File: src/rtl/alu_issue_if.sv
// ----------------------------------------------------------------------------
// alu_issue_if
// Bundles every handshake/bus signal of alu_issue.
//   request  : in_valid, in_ready, in_aluop, in_funct3, in_funct7_5, in_a, in_b
//   ALU side : alu_a, alu_b, alu_ctl (to ALU); alu_result, alu_zero,
//              alu_overflow (combinational ALU outputs back)
//   response : out_valid, out_ready, out_result, out_zero, out_overflow,
//              out_illegal, out_ovf_sticky
// master = requester + ALU environment, slave = alu_issue.
// ----------------------------------------------------------------------------
interface alu_issue_if;
    logic        in_valid;
    logic        in_ready;
    logic [1:0]  in_aluop;
    logic [2:0]  in_funct3;
    logic        in_funct7_5;
    logic [31:0] in_a;
    logic [31:0] in_b;

    logic [31:0] alu_a;
    logic [31:0] alu_b;
    logic [3:0]  alu_ctl;
    logic [31:0] alu_result;
    logic        alu_zero;
    logic        alu_overflow;

    logic        out_valid;
    logic        out_ready;
    logic [31:0] out_result;
    logic        out_zero;
    logic        out_overflow;
    logic        out_illegal;
    logic        out_ovf_sticky;

    modport master (
        output in_valid, in_aluop, in_funct3, in_funct7_5, in_a, in_b,
        output alu_result, alu_zero, alu_overflow, out_ready,
        input  in_ready, alu_a, alu_b, alu_ctl,
        input  out_valid, out_result, out_zero, out_overflow, out_illegal,
        input  out_ovf_sticky
    );

    modport slave (
        input  in_valid, in_aluop, in_funct3, in_funct7_5, in_a, in_b,
        input  alu_result, alu_zero, alu_overflow, out_ready,
        output in_ready, alu_a, alu_b, alu_ctl,
        output out_valid, out_result, out_zero, out_overflow, out_illegal,
        output out_ovf_sticky
    );
endinterface

File: src/rtl/alu_issue.sv
// ----------------------------------------------------------------------------
// alu_issue
// Decodes a RISC-style ALU request (aluop/funct3/funct7[5]) into a 4-bit ALU
// control word, presents registered operands to an external combinational
// ALU for one EXEC cycle, captures its result and holds it on a valid/ready
// response port.
//
// Ports:
//   clk  - rising-edge clock
//   rst  - synchronous active-high reset
//   bus  - alu_issue_if.slave (request, ALU and response signals)
//
// Configuration macro:
//   ALU_ISSUE_STICKY_OVF_EN - when defined, out_ovf_sticky latches any
//   captured overflow until reset; otherwise it is tied to 0.
// ----------------------------------------------------------------------------
module alu_issue (
    input  logic        clk,
    input  logic        rst,
    alu_issue_if.slave  bus
);

    typedef enum logic [1:0] {
        S_IDLE = 2'd0,
        S_EXEC = 2'd1,
        S_RESP = 2'd2
    } state_t;

    state_t      r_state;
    logic        r_in_ready;
    logic [31:0] r_alu_a;
    logic [31:0] r_alu_b;
    logic [3:0]  r_alu_ctl;
    logic        r_illegal;
    logic        r_out_valid;
    logic [31:0] r_out_result;
    logic        r_out_zero;
    logic        r_out_overflow;
    logic        r_out_illegal;

    logic [3:0]  w_dec_ctl;
    logic        w_dec_illegal;
    logic        w_cap_ovf;

    // Request decode. Illegal combinations still drive the ADD code so the
    // ALU sees a harmless operation; the result is overridden at capture.
    always_comb begin
        w_dec_ctl     = 4'b0010;
        w_dec_illegal = 1'b0;
        case (bus.in_aluop)
            2'b00: w_dec_ctl = 4'b0010;
            2'b01: w_dec_ctl = 4'b0110;
            2'b10: begin
                case (bus.in_funct3)
                    3'b000:  w_dec_ctl = bus.in_funct7_5 ? 4'b0110 : 4'b0010;
                    3'b111:  w_dec_ctl = 4'b0000;
                    3'b110:  w_dec_ctl = 4'b0001;
                    3'b010:  w_dec_ctl = 4'b0111;
                    default: w_dec_illegal = 1'b1;
                endcase
            end
            default: w_dec_illegal = 1'b1;
        endcase
    end

    // Arithmetic codes (ADD/SUB/SLT) all have ctl[1]=1; logical ones do not,
    // so ctl[1] alone selects whether ALU overflow is meaningful.
    assign w_cap_ovf = !r_illegal && r_alu_ctl[1] && bus.alu_overflow;

    always_ff @(posedge clk) begin
        if (rst) begin
            r_state        <= S_IDLE;
            r_in_ready     <= 1'b1;
            r_alu_a        <= 32'd0;
            r_alu_b        <= 32'd0;
            r_alu_ctl      <= 4'b0000;
            r_illegal      <= 1'b0;
            r_out_valid    <= 1'b0;
            r_out_result   <= 32'd0;
            r_out_zero     <= 1'b0;
            r_out_overflow <= 1'b0;
            r_out_illegal  <= 1'b0;
        end else begin
            case (r_state)
                S_IDLE: begin
                    if (bus.in_valid) begin
                        r_alu_a    <= bus.in_a;
                        r_alu_b    <= bus.in_b;
                        r_alu_ctl  <= w_dec_ctl;
                        r_illegal  <= w_dec_illegal;
                        r_in_ready <= 1'b0;
                        r_state    <= S_EXEC;
                    end
                end
                S_EXEC: begin
                    if (r_illegal) begin
                        r_out_result   <= 32'd0;
                        r_out_zero     <= 1'b1;
                        r_out_overflow <= 1'b0;
                        r_out_illegal  <= 1'b1;
                    end else begin
                        r_out_result   <= bus.alu_result;
                        r_out_zero     <= bus.alu_zero;
                        r_out_overflow <= w_cap_ovf;
                        r_out_illegal  <= 1'b0;
                    end
                    r_out_valid <= 1'b1;
                    r_state     <= S_RESP;
                end
                S_RESP: begin
                    if (bus.out_ready) begin
                        r_out_valid <= 1'b0;
                        r_in_ready  <= 1'b1;
                        r_state     <= S_IDLE;
                    end
                end
                default: begin
                    r_out_valid <= 1'b0;
                    r_in_ready  <= 1'b1;
                    r_state     <= S_IDLE;
                end
            endcase
        end
    end

`ifdef ALU_ISSUE_STICKY_OVF_EN
    logic r_ovf_sticky;

    always_ff @(posedge clk) begin
        if (rst) begin
            r_ovf_sticky <= 1'b0;
        end else if (r_state == S_EXEC && w_cap_ovf) begin
            r_ovf_sticky <= 1'b1;
        end
    end

    assign bus.out_ovf_sticky = r_ovf_sticky;
`else
    assign bus.out_ovf_sticky = 1'b0;
`endif

    assign bus.in_ready     = r_in_ready;
    assign bus.alu_a        = r_alu_a;
    assign bus.alu_b        = r_alu_b;
    assign bus.alu_ctl      = r_alu_ctl;
    assign bus.out_valid    = r_out_valid;
    assign bus.out_result   = r_out_result;
    assign bus.out_zero     = r_out_zero;
    assign bus.out_overflow = r_out_overflow;
    assign bus.out_illegal  = r_out_illegal;

endmodule
File: src/flat_wrapper.sv
// flat-port wrapper written by rule: the top's interface ports become plain ports
module alu_issue_flat 
  (clk, rst, bus_in_valid, bus_in_aluop, bus_in_funct3, bus_in_funct7_5, bus_in_a, bus_in_b, bus_alu_result, bus_alu_zero, bus_alu_overflow, bus_out_ready, bus_in_ready, bus_alu_a, bus_alu_b, bus_alu_ctl, bus_out_valid, bus_out_result, bus_out_zero, bus_out_overflow, bus_out_illegal, bus_out_ovf_sticky);
  alu_issue_if bus_i ();
  input  logic clk;
  input  logic rst;
  input wire logic [$bits(bus_i.in_valid)-1:0] bus_in_valid;
  input wire logic [$bits(bus_i.in_aluop)-1:0] bus_in_aluop;
  input wire logic [$bits(bus_i.in_funct3)-1:0] bus_in_funct3;
  input wire logic [$bits(bus_i.in_funct7_5)-1:0] bus_in_funct7_5;
  input wire logic [$bits(bus_i.in_a)-1:0] bus_in_a;
  input wire logic [$bits(bus_i.in_b)-1:0] bus_in_b;
  input wire logic [$bits(bus_i.alu_result)-1:0] bus_alu_result;
  input wire logic [$bits(bus_i.alu_zero)-1:0] bus_alu_zero;
  input wire logic [$bits(bus_i.alu_overflow)-1:0] bus_alu_overflow;
  input wire logic [$bits(bus_i.out_ready)-1:0] bus_out_ready;
  output wire logic [$bits(bus_i.in_ready)-1:0] bus_in_ready;
  output wire logic [$bits(bus_i.alu_a)-1:0] bus_alu_a;
  output wire logic [$bits(bus_i.alu_b)-1:0] bus_alu_b;
  output wire logic [$bits(bus_i.alu_ctl)-1:0] bus_alu_ctl;
  output wire logic [$bits(bus_i.out_valid)-1:0] bus_out_valid;
  output wire logic [$bits(bus_i.out_result)-1:0] bus_out_result;
  output wire logic [$bits(bus_i.out_zero)-1:0] bus_out_zero;
  output wire logic [$bits(bus_i.out_overflow)-1:0] bus_out_overflow;
  output wire logic [$bits(bus_i.out_illegal)-1:0] bus_out_illegal;
  output wire logic [$bits(bus_i.out_ovf_sticky)-1:0] bus_out_ovf_sticky;
  assign bus_i.in_valid = bus_in_valid;
  assign bus_i.in_aluop = bus_in_aluop;
  assign bus_i.in_funct3 = bus_in_funct3;
  assign bus_i.in_funct7_5 = bus_in_funct7_5;
  assign bus_i.in_a = bus_in_a;
  assign bus_i.in_b = bus_in_b;
  assign bus_i.alu_result = bus_alu_result;
  assign bus_i.alu_zero = bus_alu_zero;
  assign bus_i.alu_overflow = bus_alu_overflow;
  assign bus_i.out_ready = bus_out_ready;
  assign bus_in_ready = bus_i.in_ready;
  assign bus_alu_a = bus_i.alu_a;
  assign bus_alu_b = bus_i.alu_b;
  assign bus_alu_ctl = bus_i.alu_ctl;
  assign bus_out_valid = bus_i.out_valid;
  assign bus_out_result = bus_i.out_result;
  assign bus_out_zero = bus_i.out_zero;
  assign bus_out_overflow = bus_i.out_overflow;
  assign bus_out_illegal = bus_i.out_illegal;
  assign bus_out_ovf_sticky = bus_i.out_ovf_sticky;
  alu_issue u_core (.clk(clk), .rst(rst), .bus(bus_i));
endmodule
File: config.mk
export PLATFORM = sky130hd
export DESIGN_NAME = alu_issue_flat
export DESIGN_NICKNAME = d
export VERILOG_FILES = /design/src/rtl/alu_issue_if.sv /design/src/rtl/alu_issue.sv /design/src/flat_wrapper.sv
export SDC_FILE = /design/constraint.sdc
export NUM_CORES = 1
export LEC_CHECK = 0
export CAP_MARGIN = 20
export CORE_MARGIN = 1
export CORE_UTILIZATION = 35
export CTS_CLUSTER_DIAMETER = 30
export DETAILED_ROUTE_END_ITERATION = 7
export PLACE_DENSITY = 0.73
export SYNTH_ARGS = -nofsm -noshare
export SYNTH_HDL_FRONTEND = slang
export SYNTH_SLANG_ARGS = --single-unit
File: constraint.sdc
create_clock -name clk -period 1.4 [get_ports clk]
set_input_delay 0.42 -clock clk [delete_from_list [all_inputs] [get_ports clk]]
set_output_delay 0.42 -clock clk [all_outputs]
set_load 0.01 [all_outputs]
==> flow_summary.yaml, run 1 <==
yosys:
  synth_top_area_share_pct: 54.2
  ys_ff_latch: 107
  ys_async_sr_fraction_pct: 0
  syn_inst: 483
  synth_simple_gate_area_share_pct: 25.1
  synthDistinctLibCells: 27
  syn_area_per_cell_sq_um: 8.18
  synth_area_leaders: "dfxtp_1 54%, nand2_1 16%, a21oi_1 13%"
  synthTopCellsByCount: "165 x nand2_1, 107 x dfxtp_1, 101 x a21oi_1"
  synth_compound_area_share_pct: 14.6
  synth.area.mux_share_pct: 0
  yosysMostFrequentCell: "nand2_1"
  synth_ff_type: "dfxtp_1"
  synth_seq_area_share_pct: 54.2
  synth_xor_area_share_pct: 0
  synth_top_family_by_area: "simple AND/OR/NAND/NOR gates"
  synthAdderAreaFrac_pct: 0.950
  syn_area_sq_um: 3950
  synth_warnings: 0
  yosysTopAreaCell: "dfxtp_1"
  synth_edf_count: 0
grt:
  grt_use_total_pct: 20.3
  grt-ovfl-total: 0
  grt_pass1_vias: 3959
  antenna_found_initial: 0
  grt_max_degree: 37
  grt_pass1_wl_mm: 18.6
final_layout:
  area_delta_synth_final_pct: 67.5
  finish.net_count: 803
  n_antenna_cell: 0
  nFillCells: 949
  stdcell_count: 837
  drive_gt1_share_pct: 8.18
placed_design:
  dp.cells: 819
  port_buffers: 211
  gp_congestion: 0.762
  dpl.hpwl_mm: 8.50
drt:
  drtIter0Drc: 191
  wl_per_cell_um: 14.2
  vias: 4016
  viasPerCell: 4.80
  drc: 0
  ant_nets: 0
  drt_pass1_iterations: 4
  wl_mm: 11.9
clock_network:
  clk_latency_ns: 0.34
  cts_sinks: 107
  clk_pin_slew_ns: 0.06
  cts_root_buffer: "clkbuf_16"
  cts_buffer_depth: 2
  tritoncts: "yes"
  postCtsSetupRepairBufs: 0
  cts_max_level: 3
  cts_buffers: 9
worst_setup_path:
  worstPathRequired_ns: 0.98
  max_stage_delay_ns: 0.34
  crit_buf_inv: 1
  cp_slowest_cell: "dfxtp_1"
  end_kind: "output port"
  worst_ep_arrival_time_ns: 0.95
  cp_max_fo: 2
  critPathLaunchType: "flip-flop"
  critical_path_class: "reg2out"
  crit_chain: "clkdlybuf4s15_1"
  rrSetupSlack_ns: 0.06
  cpLargestDelayFamily: "flip-flops"
sta:
  setup_viol: 0
  worst_clock_skew_ns: 0.00644
  rsz0062_at_grt: "yes"
  hold_viol_final: 0
  final.min_clock_period_ns: 1.37
  slew_violations: 0
  timing.final.crit_share_pct: 97.9
  fmax_ghz: 0.729
  whs_ns: 0.447
pwr:
  vdd_drop_max_mv: 0.572
  p_leak_nw: 2.77
  power.density_nw_per_um2: 1060
die:
  fp-row-count: 38
  dieWidth_um: 108
  fp.dieH_um: 108
  core_area_sq_um: 10900
  dieArea_sq_um: 11700
  start_util_pct: 36.1
  boundaryPins: 214
hold_path:
  hold_path.class: "reg2reg"
flow_run:
  maxCapViolations: 0
status:
  outcome: "finished clean"
per-layer routing:
metal  up-vias  track usage (%)  routed length [um]
met2       146             35.6                5830
met3        15             6.81                1130
met1      1860             22.6                4710
met5         -                0                   0
li1       1995                -                   -
met4         0             7.44                 191
through the flow:
stage	area, sq um	util [%]	total power, W	setup slack, ns	setup TNS [ns]
after floorplan	3950	-	0.00392	0.0158	0
after global placement	6350	58.1	0.00474	-0.618	-39.89
after detailed placement	6350	58.1	0.00478	-0.625	-41.52
after CTS	6600	60.3	0.00707	0.00222	0
after global routing	6620	60.5	0.00733	-0.00919	-0.0263
final	6620	60.5	0.00699	0.0289	0
worst paths after layout:
kind / start / endpoint / cells past startpoint
min reg2reg: u_core.bus.out_result[25]$_SDFFE_PP0P_ / u_core.bus.out_result[25]$_SDFFE_PP0P_ / 2
min: u_core.bus.out_result[25]$_SDFFE_PP0P_ / u_core.bus.out_result[25]$_SDFFE_PP0P_ / 2
max reg2reg: u_core.r_state[0]$_SDFFE_PP0P_ / u_core.bus.alu_b[4]$_SDFFE_PP0P_ / 4
max: u_core.bus.alu_b[14]$_SDFFE_PP0P_ / bus_alu_b[14] / 1
cell usage in the layout, fill, tap and decap left out, drive strengths merged, types with 3 or more instances in the layout:
cell type	n
a21oi	101
buf	25
clkbuf	21
clkdlybuf4s15	37
clkdlybuf4s50	103
dfxtp	107
dlygate4sd2	63
ha	3
inv	4
nand2	165
nand3b	32
nor2	8
nor2b	4
nor3	4
logic make-up (layout without fill, tap and decap cells):
| kind of cell | Yosys count | after routing |
|---|---|---|
| buffers and inverters | 44 | 257 |
| adder cells (fa/ha/maj) | 3 | 3 |
| flip-flops | 107 | 107 |
| AND/OR/NAND/NOR | 220 | 220 |
| other | 1 | 2 |
| AO/OA/AOI/OAI | 108 | 108 |
power by group:
| group | switching [W] | leakage [nW] | internal [W] | total [W] |
|---|---|---|---|---|
| clock network | 0.00104 | 0.137 | 0.00130 | 0.00234 |
| registers | 0.0000874 | 0.876 | 0.00323 | 0.00331 |
| logic | 0.000593 | 1.76 | 0.000741 | 0.00133 |
| total | 0.00172 | 2.77 | 0.00527 | 0.00699 |
sequential cells by signal, indices dropped and copies added (netlist names):
| name | flops |
|---|---|
| u_core.bus.alu_a | 32 |
| u_core.bus.alu_b | 32 |
| u_core.bus.alu_ctl | 3 |
| u_core.bus.in_ready | 1 |
| u_core.bus.out_illegal | 1 |
| u_core.bus.out_overflow | 1 |
| u_core.bus.out_result | 32 |
| u_core.bus.out_valid | 1 |
| u_core.bus.out_zero | 1 |
| u_core.r_illegal | 1 |
| u_core.r_state | 2 |
cell type report:
type | instances | area (sq um) | area share, %
Sequential cell | 107 | 2140 | 32.4
Inverter | 4 | 15.0 | 0.227
Tap cell | 140 | 175 | 2.65
Multi-Input combinational cell | 333 | 1640 | 24.8
Clock inverter | 2 | 10.0 | 0.151
Clock buffer | 14 | 264 | 3.99
Timing Repair Buffer | 237 | 2370 | 35.8
timing repair:
item	4_1_cts	5_1_grt
hold buffers	0	0
pin swaps	1	1
resized for setup	120	48
gates cloned	2	0
endpoints found under the setup margin	174	52
(Power assumes the default switching activity.)
==> run 2, diff against run 1 <==
- CAP_MARGIN: 20 -> 10
- GPL_TIMING_DRIVEN: not set -> 0
- SLEW_MARGIN: not set -> 10
==> run 2 against run 1 <==
- die area did not move
- final cell count increased by 3.2%
- clock-buffer cell count decreased by 2
- worst setup slack got worse by 0.054 ns
- the run now ends with negative setup slack left
==> flow_summary.yaml, run 2 (synthesis results as in run 1) <==
final_layout:
  area_delta_synth_final_pct: 72.4
  nFillCells: 979
  layout_common_cells: "159 x nand2_1, 103 x clkdlybuf4s50_1, 103 x dfxtp_1"
  fin_area_sq_um: 6810
  finish.net_count: 830
  drive_gt1_share_pct: 13.8
  final_common_cell: "nand2_1"
  n_antenna_cell: 0
  post-route-util_pct: 62.3
flow_run:
  maxCapViolations: 0
die:
  fp.dieH_um: 108
  dieArea_sq_um: 11700
  start_util_pct: 36.1
  core_area_sq_um: 10900
  boundaryPins: 214
  fp-row-count: 38
  dieWidth_um: 108
placed_design:
  postPlaceCellArea_sq_um: 6230
  gp_congestion: 0.784
  port_buffers: 210
  pre_cts_slack_ns: -0.827
  dpl.hpwl_mm: 9.37
worst_setup_path:
  max_stage_delay_ns: 0.38
  crit_chain: "or3b_4 -> buf_8 -> buf_8 -> buf_6 -> nand2_1 -> a21oi_1"
  end_kind: "flip-flop"
  cp_max_fo: 7
  cpLargestDelayFamily: "simple AND/OR/NAND/NOR gates"
  cp_slowest_cell: "or3b_4"
  worst_ep_arrival_time_ns: 1.62
  crit_buf_inv: 3
  critPathLaunchType: "flip-flop"
  worstPathRequired_ns: 1.59
  crit_path_frequent_cell: "buf_8"
  critical_path_class: "reg2reg"
status:
  violations: "negative setup slack"
  outcome: "finished with violations"
clock_network:
  cts_buffers: 9
  clk_pin_slew_ns: 0.07
  cts_max_level: 3
  tritoncts: "yes"
  cts_buffer_depth: 2
  clk_latency_ns: 0.34
  cts_root_buffer: "clkbuf_16"
  cts_sinks: 107
grt:
  grt_pass1_wl_mm: 18.9
  grt_max_degree: 18
  grt_use_total_pct: 20.6
  grt-ovfl-total: 0
  grt_pass1_vias: 3890
  antenna_found_initial: 0
pwr:
  power.density_nw_per_um2: 1050
  p_leak_nw: 2.77
  total_power_w: 0.00718
  vdd_drop_max_mv: 0.602
sta:
  rsz0062_at_grt: "yes"
  slew_violations: 0
  slew_headroom_pct: 60.5
  timing.final.crit_share_pct: 102
  hold_viol_final: 0
  fin_ws_ns: -0.0250
  fmax_ghz: 0.702
  final.min_clock_period_ns: 1.42
  whs_ns: 0.451
  worst_clock_skew_ns: 0.00933
  setup_viol: 15
  tightestPinTransition_ns: 0.593
drt:
  drtIter0Drc: 206
  ant_nets: 0
  drt_pass1_iterations: 4
  drc: 0
  vias: 4138
  wl_per_cell_um: 14.6
  wl_mm: 12.6
  viasPerCell: 4.79
hold_path:
  hold_path.class: "reg2reg"
==> run 2: cell count changes in the layout (fill, tap and decap cells not counted), sizes merged <==
cell           delta
buf               +6
bufbuf            -2
clkbuf           +26
clkdlybuf4s15    +20
clkinvlp          +1
dlygate4sd2      -25
inv               +1
==> run 2: area by class of cell <==
| type | instances | area (sq um) | share of cell area [%] |
|---|---|---|---|
| Clock buffer | 12 | 256 | 3.77 |
| Sequential cell | 107 | 2150 | 31.6 |
| Clock inverter | 4 | 33.8 | 0.496 |
| Tap cell | 140 | 175 | 2.57 |
| Multi-Input combinational cell | 333 | 1710 | 25.1 |
| Buffer | 39 | 310 | 4.56 |
| Inverter | 4 | 15.0 | 0.221 |
| Timing Repair Buffer | 225 | 2160 | 31.7 |
==> run 2: worst paths after layout <==
kind / start / to / slack [ns] / cells after the start
setup reg to reg: u_core.r_state[1]$_SDFFE_PP0P_ / u_core.bus.alu_a[18]$_SDFFE_PP0P_ / -0.02 / 6
hold / removal: u_core.bus.out_result[31]$_SDFFE_PP0P_ / u_core.bus.out_result[31]$_SDFFE_PP0P_ / 0.45 / 2
setup / recovery: u_core.r_state[1]$_SDFFE_PP0P_ / u_core.bus.alu_a[18]$_SDFFE_PP0P_ / -0.02 / 6
hold reg to reg: u_core.bus.out_result[31]$_SDFFE_PP0P_ / u_core.bus.out_result[31]$_SDFFE_PP0P_ / 0.45 / 2
==> run 2: worst register-to-register path: stages (launching register included) <==
cell and delay, ns:
dfxtp_4 0.37, or3b_4 0.38, buf_8 0.15, buf_8 0.14
buf_6 0.13, nand2_1 0.06, a21oi_1 0.06
==> run 2: metal layers <==
layer	GRT usage (%)	vias up	wire [um]
met5	0	-	0
met4	5.77	0	146
met3	5.55	14	1110
met2	36.7	159	6230
met1	24.2	1914	5150
li1	-	2051	-
==> run 2: repair_timing <==
item                                    4_1_cts  5_1_grt
gates cloned                                  2        2
endpoints found under the setup margin      199      155
gates resized for setup                     161      123
pin swaps                                    16        2
buffers inserted                              6        5
hold buffers                                  0        0
==> run 2: per-stage QoR <==
| stage | std cells | setup TNS [ns] |
|---|---|---|
| after global routing | 864 | -1.31 |
| after global placement | 834 | -60.51 |
| final | 864 | -0.154 |
| after floorplan | 484 | 0 |
| after detailed placement | 834 | -64.32 |
| after CTS | 857 | -0.169 |
==> run 2: power by group <==
part           internal [W]  switching (W)
clock network       0.00132        0.00112
registers           0.00322       0.000105
logic              0.000775       0.000628
